File: config.mk
export PLATFORM = sky130hd
export DESIGN_NAME = can_cmd_master
export DESIGN_NICKNAME = d
export VERILOG_FILES = /design/src/rtl/can_cmd_pkg.sv /design/src/rtl/can_cmd_fifo.sv /design/src/rtl/can_cmd_master.sv
export SDC_FILE = /design/constraint.sdc
export NUM_CORES = 1
export LEC_CHECK = 0
export CORE_MARGIN = 4
export CORE_UTILIZATION = 50
export DETAILED_ROUTE_END_ITERATION = 12
export MAX_ROUTING_LAYER = met4
export PLACE_DENSITY = 0.74
export SLEW_MARGIN = 10
export SYNTH_ARGS = -nofsm -noshare
export SYNTH_HDL_FRONTEND = slang
export SYNTH_HIERARCHICAL = 1
export SYNTH_SLANG_ARGS = --single-unit
File: constraint.sdc
create_clock -name sysclk -period 3.1 [get_ports sysclk]
set_input_delay 0.62 -clock sysclk [delete_from_list [all_inputs] [get_ports sysclk]]
set_output_delay 0.62 -clock sysclk [all_outputs]
set_load 0.01 [all_outputs]
File: src/rtl/can_cmd_pkg.sv
// Shared types for the CAN command master.
//   BUS_W   : width of the CAN-controller register bus (address and data)
//   state_t : master FSM states
//   cmd_t   : one queued command {write, addr, wdat}
package can_cmd_pkg;

  localparam int BUS_W = 32;

  typedef enum logic [1:0] {
    IDLE  = 2'd0,
    ISSUE = 2'd1,
    RESP  = 2'd2,
    GAP   = 2'd3
  } state_t;

  typedef struct packed {
    logic             write;
    logic [BUS_W-1:0] addr;
    logic [BUS_W-1:0] wdat;
  } cmd_t;

endpackage

File: src/rtl/can_cmd_fifo.sv
// Command queue for the CAN command master.
//   sysclk, rstn : clock, asynchronous active-low reset
//   push / din   : write one command (ignored when full)
//   pop  / dout  : dout shows the head entry; pop discards it (ignored when empty)
//   full, empty  : registered status flags
// Pointers wrap modulo DEPTH (power of two). There is no bypass path, so a
// command written into an empty queue is first visible one cycle later.
module can_cmd_fifo
  import can_cmd_pkg::*;
#(
  parameter int DEPTH = 4
) (
  input  logic sysclk,
  input  logic rstn,
  input  logic push,
  input  logic pop,
  input  cmd_t din,
  output cmd_t dout,
  output logic full,
  output logic empty
);

  localparam int PTR_W = (DEPTH > 1) ? $clog2(DEPTH) : 1;
  localparam logic [PTR_W-1:0] PTR_ONE = PTR_W'(1);
  localparam logic [PTR_W:0]   CNT_ONE = (PTR_W + 1)'(1);
  localparam logic [PTR_W:0]   CNT_FULL = (PTR_W + 1)'(DEPTH);

  cmd_t             mem [DEPTH];
  logic [PTR_W-1:0] wr_ptr;
  logic [PTR_W-1:0] rd_ptr;
  logic [PTR_W:0]   count;
  logic [PTR_W:0]   count_nxt;
  logic             do_push;
  logic             do_pop;

  assign do_push = push && !full;
  assign do_pop  = pop && !empty;
  assign dout    = mem[rd_ptr];

  always_comb begin
    count_nxt = count;
    case ({do_push, do_pop})
      2'b10:   count_nxt = count + CNT_ONE;
      2'b01:   count_nxt = count - CNT_ONE;
      default: count_nxt = count;
    endcase
  end

  // Storage carries no reset: entries are only read once written.
  always_ff @(posedge sysclk) begin
    if (do_push) mem[wr_ptr] <= din;
  end

  always_ff @(posedge sysclk or negedge rstn) begin
    if (!rstn) begin
      wr_ptr <= '0;
      rd_ptr <= '0;
      count  <= '0;
      full   <= 1'b0;
      empty  <= 1'b1;
    end else begin
      if (do_push) wr_ptr <= wr_ptr + PTR_ONE;
      if (do_pop)  rd_ptr <= rd_ptr + PTR_ONE;
      count <= count_nxt;
      full  <= (count_nxt == CNT_FULL);
      empty <= (count_nxt == '0);
    end
  end

endmodule

File: src/rtl/can_cmd_master.sv
// Queued register-access master for a CAN controller CPU port.
//   cmd_*  : command input, valid/ready handshake
//   rsp_*  : one-cycle response strobe with held rdat/err/timeout
//   cpu_*  : CAN-controller register bus (cs/read/write/addr/wdat out,
//            rdat/ack/err in)
//   busy   : queue non-empty or FSM not IDLE
// Handshake: a command is taken on any rising edge where cmd_valid and
// cmd_ready are both 1; cmd_ready is simply !full of the queue and never
// looks at a pop in the same cycle. The response side has no backpressure.
// Transaction flow: IDLE pops -> ISSUE (cs high until ack/err/timeout)
// -> RESP (rsp_valid) -> GAP -> IDLE.
module can_cmd_master
  import can_cmd_pkg::*;
#(
  parameter int FIFO_DEPTH  = 4,
  parameter int TIMEOUT_CYC = 255
) (
  input  logic             sysclk,
  input  logic             rstn,
  input  logic             cmd_valid,
  output logic             cmd_ready,
  input  logic             cmd_write,
  input  logic [BUS_W-1:0] cmd_addr,
  input  logic [BUS_W-1:0] cmd_wdat,
  output logic             rsp_valid,
  output logic [BUS_W-1:0] rsp_rdat,
  output logic             rsp_err,
  output logic             rsp_timeout,
  output logic             cpu_cs,
  output logic             cpu_read,
  output logic             cpu_write,
  output logic [BUS_W-1:0] cpu_addr,
  output logic [BUS_W-1:0] cpu_wdat,
  input  logic [BUS_W-1:0] cpu_rdat,
  input  logic             cpu_ack,
  input  logic             cpu_err,
  output logic             busy
);

  localparam int CNT_W = $clog2(TIMEOUT_CYC + 1);
  localparam logic [CNT_W-1:0] CNT_ONE  = CNT_W'(1);
  // Last ISSUE cycle that may still be acked; cs stays high TIMEOUT_CYC cycles.
  localparam logic [CNT_W-1:0] CNT_LAST = CNT_W'(TIMEOUT_CYC - 1);

  state_t           state;
  logic [CNT_W-1:0] cnt;
  cmd_t             fifo_din;
  cmd_t             fifo_dout;
  logic             fifo_full;
  logic             fifo_empty;
  logic             pop;

  assign fifo_din  = '{write: cmd_write, addr: cmd_addr, wdat: cmd_wdat};
  assign pop       = (state == IDLE) && !fifo_empty;
  assign cmd_ready = !fifo_full;
  assign busy      = !fifo_empty || (state != IDLE);

  can_cmd_fifo #(
    .DEPTH (FIFO_DEPTH)
  ) u_fifo (
    .sysclk (sysclk),
    .rstn   (rstn),
    .push   (cmd_valid && cmd_ready),
    .pop    (pop),
    .din    (fifo_din),
    .dout   (fifo_dout),
    .full   (fifo_full),
    .empty  (fifo_empty)
  );

  always_ff @(posedge sysclk or negedge rstn) begin
    if (!rstn) begin
      state       <= IDLE;
      cnt         <= '0;
      cpu_cs      <= 1'b0;
      cpu_read    <= 1'b0;
      cpu_write   <= 1'b0;
      cpu_addr    <= '0;
      cpu_wdat    <= '0;
      rsp_valid   <= 1'b0;
      rsp_rdat    <= '0;
      rsp_err     <= 1'b0;
      rsp_timeout <= 1'b0;
    end else begin
      rsp_valid <= 1'b0;
      case (state)
        IDLE: begin
          if (pop) begin
            cpu_addr  <= fifo_dout.addr;
            cpu_wdat  <= fifo_dout.wdat;
            cpu_write <= fifo_dout.write;
            cpu_read  <= !fifo_dout.write;
            cpu_cs    <= 1'b1;
            cnt       <= '0;
            state     <= ISSUE;
          end
        end
        ISSUE: begin
          // Leaves ISSUE no later than CNT_LAST, so this never passes TIMEOUT_CYC.
          cnt <= cnt + CNT_ONE;
          if (cpu_ack || cpu_err) begin
            // Error wins over a simultaneous ack; read data only on a clean read.
            rsp_rdat    <= (cpu_read && !cpu_err) ? cpu_rdat : '0;
            rsp_err     <= cpu_err;
            rsp_timeout <= 1'b0;
            rsp_valid   <= 1'b1;
            cpu_cs      <= 1'b0;
            cpu_read    <= 1'b0;
            cpu_write   <= 1'b0;
            state       <= RESP;
          end else if (cnt == CNT_LAST) begin
            rsp_rdat    <= '0;
            rsp_err     <= 1'b1;
            rsp_timeout <= 1'b1;
            rsp_valid   <= 1'b1;
            cpu_cs      <= 1'b0;
            cpu_read    <= 1'b0;
            cpu_write   <= 1'b0;
            state       <= RESP;
          end
        end
        RESP:    state <= GAP;
        GAP:     state <= IDLE;
        default: state <= IDLE;
      endcase
    end
  end

endmodule

==> impl_metrics.toml <==
[floorplan]
dieHeight_um = 179
fp.dieArea_um2 = 32100
chipWidth_um = 179
num_io_pins = 206
initial_core_utilization = 0.509
core_area_um2 = 28800
rows = 62

[power_and_ir_drop]
share_seq_of_total_power = 0.423
combinational_share_of_power = 0.311
total_switching_power_uw = 5110
p_sw_frac = 0.284
clkPwrFrac = 0.266
vdd_ir_drop_max_uv = 607
intPower_uw = 12900
power.static_leakage_uw = 0.00667
power_density_normalized_to_cell_area_nw_per_um2 = 970

[clock_tree]
htree_levels = 2
clk_pin_slew_ns = 0.06
post-cts-setup-buffer-count = 0
clk-insertion-delay-late_ns = 0.54
numCtsBuffers = 40
cts_tree = "built"
clock_sink_count = 381
post_cts_resized = 0
clock-root-buffer = "sky130_fd_sc_hd__clkbuf_16"
hold_buffers = 0
cts.path.max_buffers = 3

[sta]
finalClockSkew_ns = 0.0209
period_share = 0.953
rsz0062_at_grt = "no"
final_period_minus_worst_setup_slack_ns = 2.96
slew_violations = 0
achievable-frequency_mhz = 338
setup_total_negative_slack_ns = 0
finalSetupViolCount = 0
hold_violations = 0
worst-slew-pin-transition_ns = 1.04
slew_headroom = 0.306

[global_routing]
vias_in_the_first_global_route = 8019
groute.usage.overall = 0.196
antenna_found_initial = 3
global_route_wire_length_before_repair_um = 46900
grt_max_degree = 67
globalRoute.totalOverflow = 0

[cells_and_area]
drive_above_1_share = 0.227
nets = 1081
final_design_area_no_fill_um2 = 18600
area.growth.synth_to_final_pct = 26.6
final.fill_count = 1973

[detailed_routing]
drt_pass1_iterations = 5
drc_errors = 0
drt-initial-drc-count = 513
antenna_violating_nets_post_route = 0
drt_wl_total_um = 30400
dr_total_vias = 7623
post_drt_wl_per_cell_um = 21.9
drt-vias-per-instance = 5.50

[synth]
postSynth.topFlopCell = "sky130_fd_sc_hd__edfxtp_1"
cells_after_synth = 732
yosysWarnings = 6
async_flop_share = 0.318
postSynthNetCount = 845
yosysSeqAreaShare = 0.739
synthDistinctLibCells = 51
synthDominantCellAreaShare = 0.533
yosys-top-cells-count = "260 x sky130_fd_sc_hd__edfxtp_1, 120 x sky130_fd_sc_hd__dfrtp_1, 65 x sky130_fd_sc_hd__mux4_2, 64 x sky130_fd_sc_hd__mux2_2, 37 x sky130_fd_sc_hd__nor2b_1"
postSynthAreaPerCell_um2 = 20.0
yosys.cell_count.top_type = "sky130_fd_sc_hd__edfxtp_1"
ys_seq_elements = 381
synthesis.area_um2 = 14700
yosys-top-cells-area = "sky130_fd_sc_hd__edfxtp_1 53%, sky130_fd_sc_hd__dfrtp_1 20%, sky130_fd_sc_hd__mux4_2 10%"
synth_enable_flop_cells = 260
post-synth-top-area-cell = "sky130_fd_sc_hd__edfxtp_1"

[critical_path]
critical_path_required_ns = 2.48
timing.setup.critical_path_class = "flop to output pin"
endpoint_kind = "output pin"
cp_data_arrival_time_ns = 2.34
ff2ff_path_depth = 10
reg2reg_to = "u_fifo/empty$_DFF_PN1_"
reg2reg_start = "state[0]$_DFFE_PN0P_"
worstSetupStartpoint = "state[0]$_DFFE_PN0P_"
critical_path.startpoint_type = "flop"
reg2reg_setup_slack_ns = 0.56
critical_path_capture_point = "busy"
crit_path_max_fanout = 11

[placed_design]
io_buffers = 205
dp_hpwl_um = 19300
placed_area_um2 = 17200
place.gp.congestion = 0.756

[flow_run]
cap_viol_max_count = 0

[worst_hold_path]
hold_class = "primary input to async pin"

[run_status]
run_status = "finished clean"
==> sequential cells by signal (all words and copies together), names as in the netlist <==
register / flops
u_fifo/empty: 1
rsp_timeout: 1
rsp_valid: 1
cpu_read: 1
rsp_rdat: 32
cpu_addr: 32
u_fifo/full: 1
cpu_cs: 1
u_fifo/count: 3
state: 2
cpu_wdat: 32
cpu_write: 1
u_fifo/mem: 260
u_fifo/wr_ptr: 2
rsp_err: 1
u_fifo/rd_ptr: 2
cnt: 8
==> critical path, cell delays in order, from the launching register on <==
cell and delay [ns]:
sky130_fd_sc_hd__dfrtp_1 0.37, sky130_fd_sc_hd__inv_1 0.08, sky130_fd_sc_hd__ha_1 0.22, sky130_fd_sc_hd__buf_4 0.16, sky130_fd_sc_hd__and2_2 0.24, sky130_fd_sc_hd__inv_1 0.15
sky130_fd_sc_hd__clkdlybuf4s50_1 0.58
==> through the flow <==
step / utilization / setup slack [ns] / total power [uW] / cells / hold slack, ns
after floorplan: - / 0.0446 / 11000 / 732 / 0.324
after global placement: 0.598 / 0.417 / 13200 / 1310 / 0.477
after detailed placement: 0.598 / 0.397 / 13400 / 1310 / 0.479
after CTS: 0.645 / 0.0703 / 18200 / 1384 / 0.0440
after global routing: 0.645 / 0.0248 / 18900 / 1387 / 0.0598
final: 0.645 / 0.144 / 18000 / 1387 / 0.0350
==> cells by family after synthesis <==
| family | Yosys count | share of synthesized area |
|---|---|---|
| muxes | 134 | 0.152 |
| AOI/OAI and AO/OA | 61 | 0.0354 |
| and+or+nand+nor | 89 | 0.0359 |
| adders and majority gates | 11 | 0.00990 |
| buffers and inverters | 50 | 0.0234 |
| xor gates and xnor gates | 6 | 0.00359 |
| DFF | 381 | 0.739 |
==> area by class of cell <==
| class | instances | area [um^2] | area share |
|---|---|---|---|
| diodes | 3 | 7.51 | 0.000404 |
| clock buffers | 61 | 1160 | 0.0627 |
| clock inverters | 13 | 173 | 0.00930 |
| inverters | 13 | 48.8 | 0.00263 |
| multi-input cells | 301 | 3500 | 0.188 |
| flip-flops and latches | 381 | 10800 | 0.584 |
| well taps | 384 | 480 | 0.0259 |
| repair buffers | 231 | 2350 | 0.127 |
==> per-layer routing <==
metal  share of wire  global-route usage  vias to the layer above
li1                -                   -                     3381
met1            0.41               0.256                     3940
met2            0.49               0.316                      261
met3           0.077              0.0523                       41
met4           0.017              0.0422                        0
met5               0                   -                        -
==> power by group through the flow <==
stage                     Sequential (uW)  Combinational [uW]  Clock, uW
after floorplan                      7660                3340          0
after global placement               7660                5570          0
after detailed placement             7710                5650          0
after CTS                            7640                5690       4900
after global routing                 7760                6050       5120
final                                7610                5600       4790
==> layout by cell type (no fill, tap or decap), types with 16 or more instances in the layout <==
cell and n:
sky130_fd_sc_hd__clkdlybuf4s50_1 204, sky130_fd_sc_hd__nand2_1 17, sky130_fd_sc_hd__clkbuf_1 16, sky130_fd_sc_hd__mux4_2 65, sky130_fd_sc_hd__clkbuf_16 43, sky130_fd_sc_hd__edfxtp_1 260
sky130_fd_sc_hd__dfrtp_1 118, sky130_fd_sc_hd__buf_4 18, sky130_fd_sc_hd__a221o_1 32, sky130_fd_sc_hd__mux2_2 64, sky130_fd_sc_hd__nor2b_1 37
==> worst min-delay path by stage <==
stage	start	endpoint	slack [ns]
5_1_grt	rstn	rsp_rdat[29]$_DFFE_PN0P_	0.06
3_5_place_dp	rsp_timeout$_DFFE_PN0P_	rsp_timeout$_DFFE_PN0P_	0.48
4_1_cts	rstn	rsp_rdat[29]$_DFFE_PN0P_	0.04
6_report	rstn	rsp_valid$_DFF_PN0_	0.04
3_3_place_gp	rsp_timeout$_DFFE_PN0P_	rsp_timeout$_DFFE_PN0P_	0.48
2_1_floorplan	rstn	cnt[0]$_DFFE_PN0P_	0.32
(Power assumes the default switching activity.)
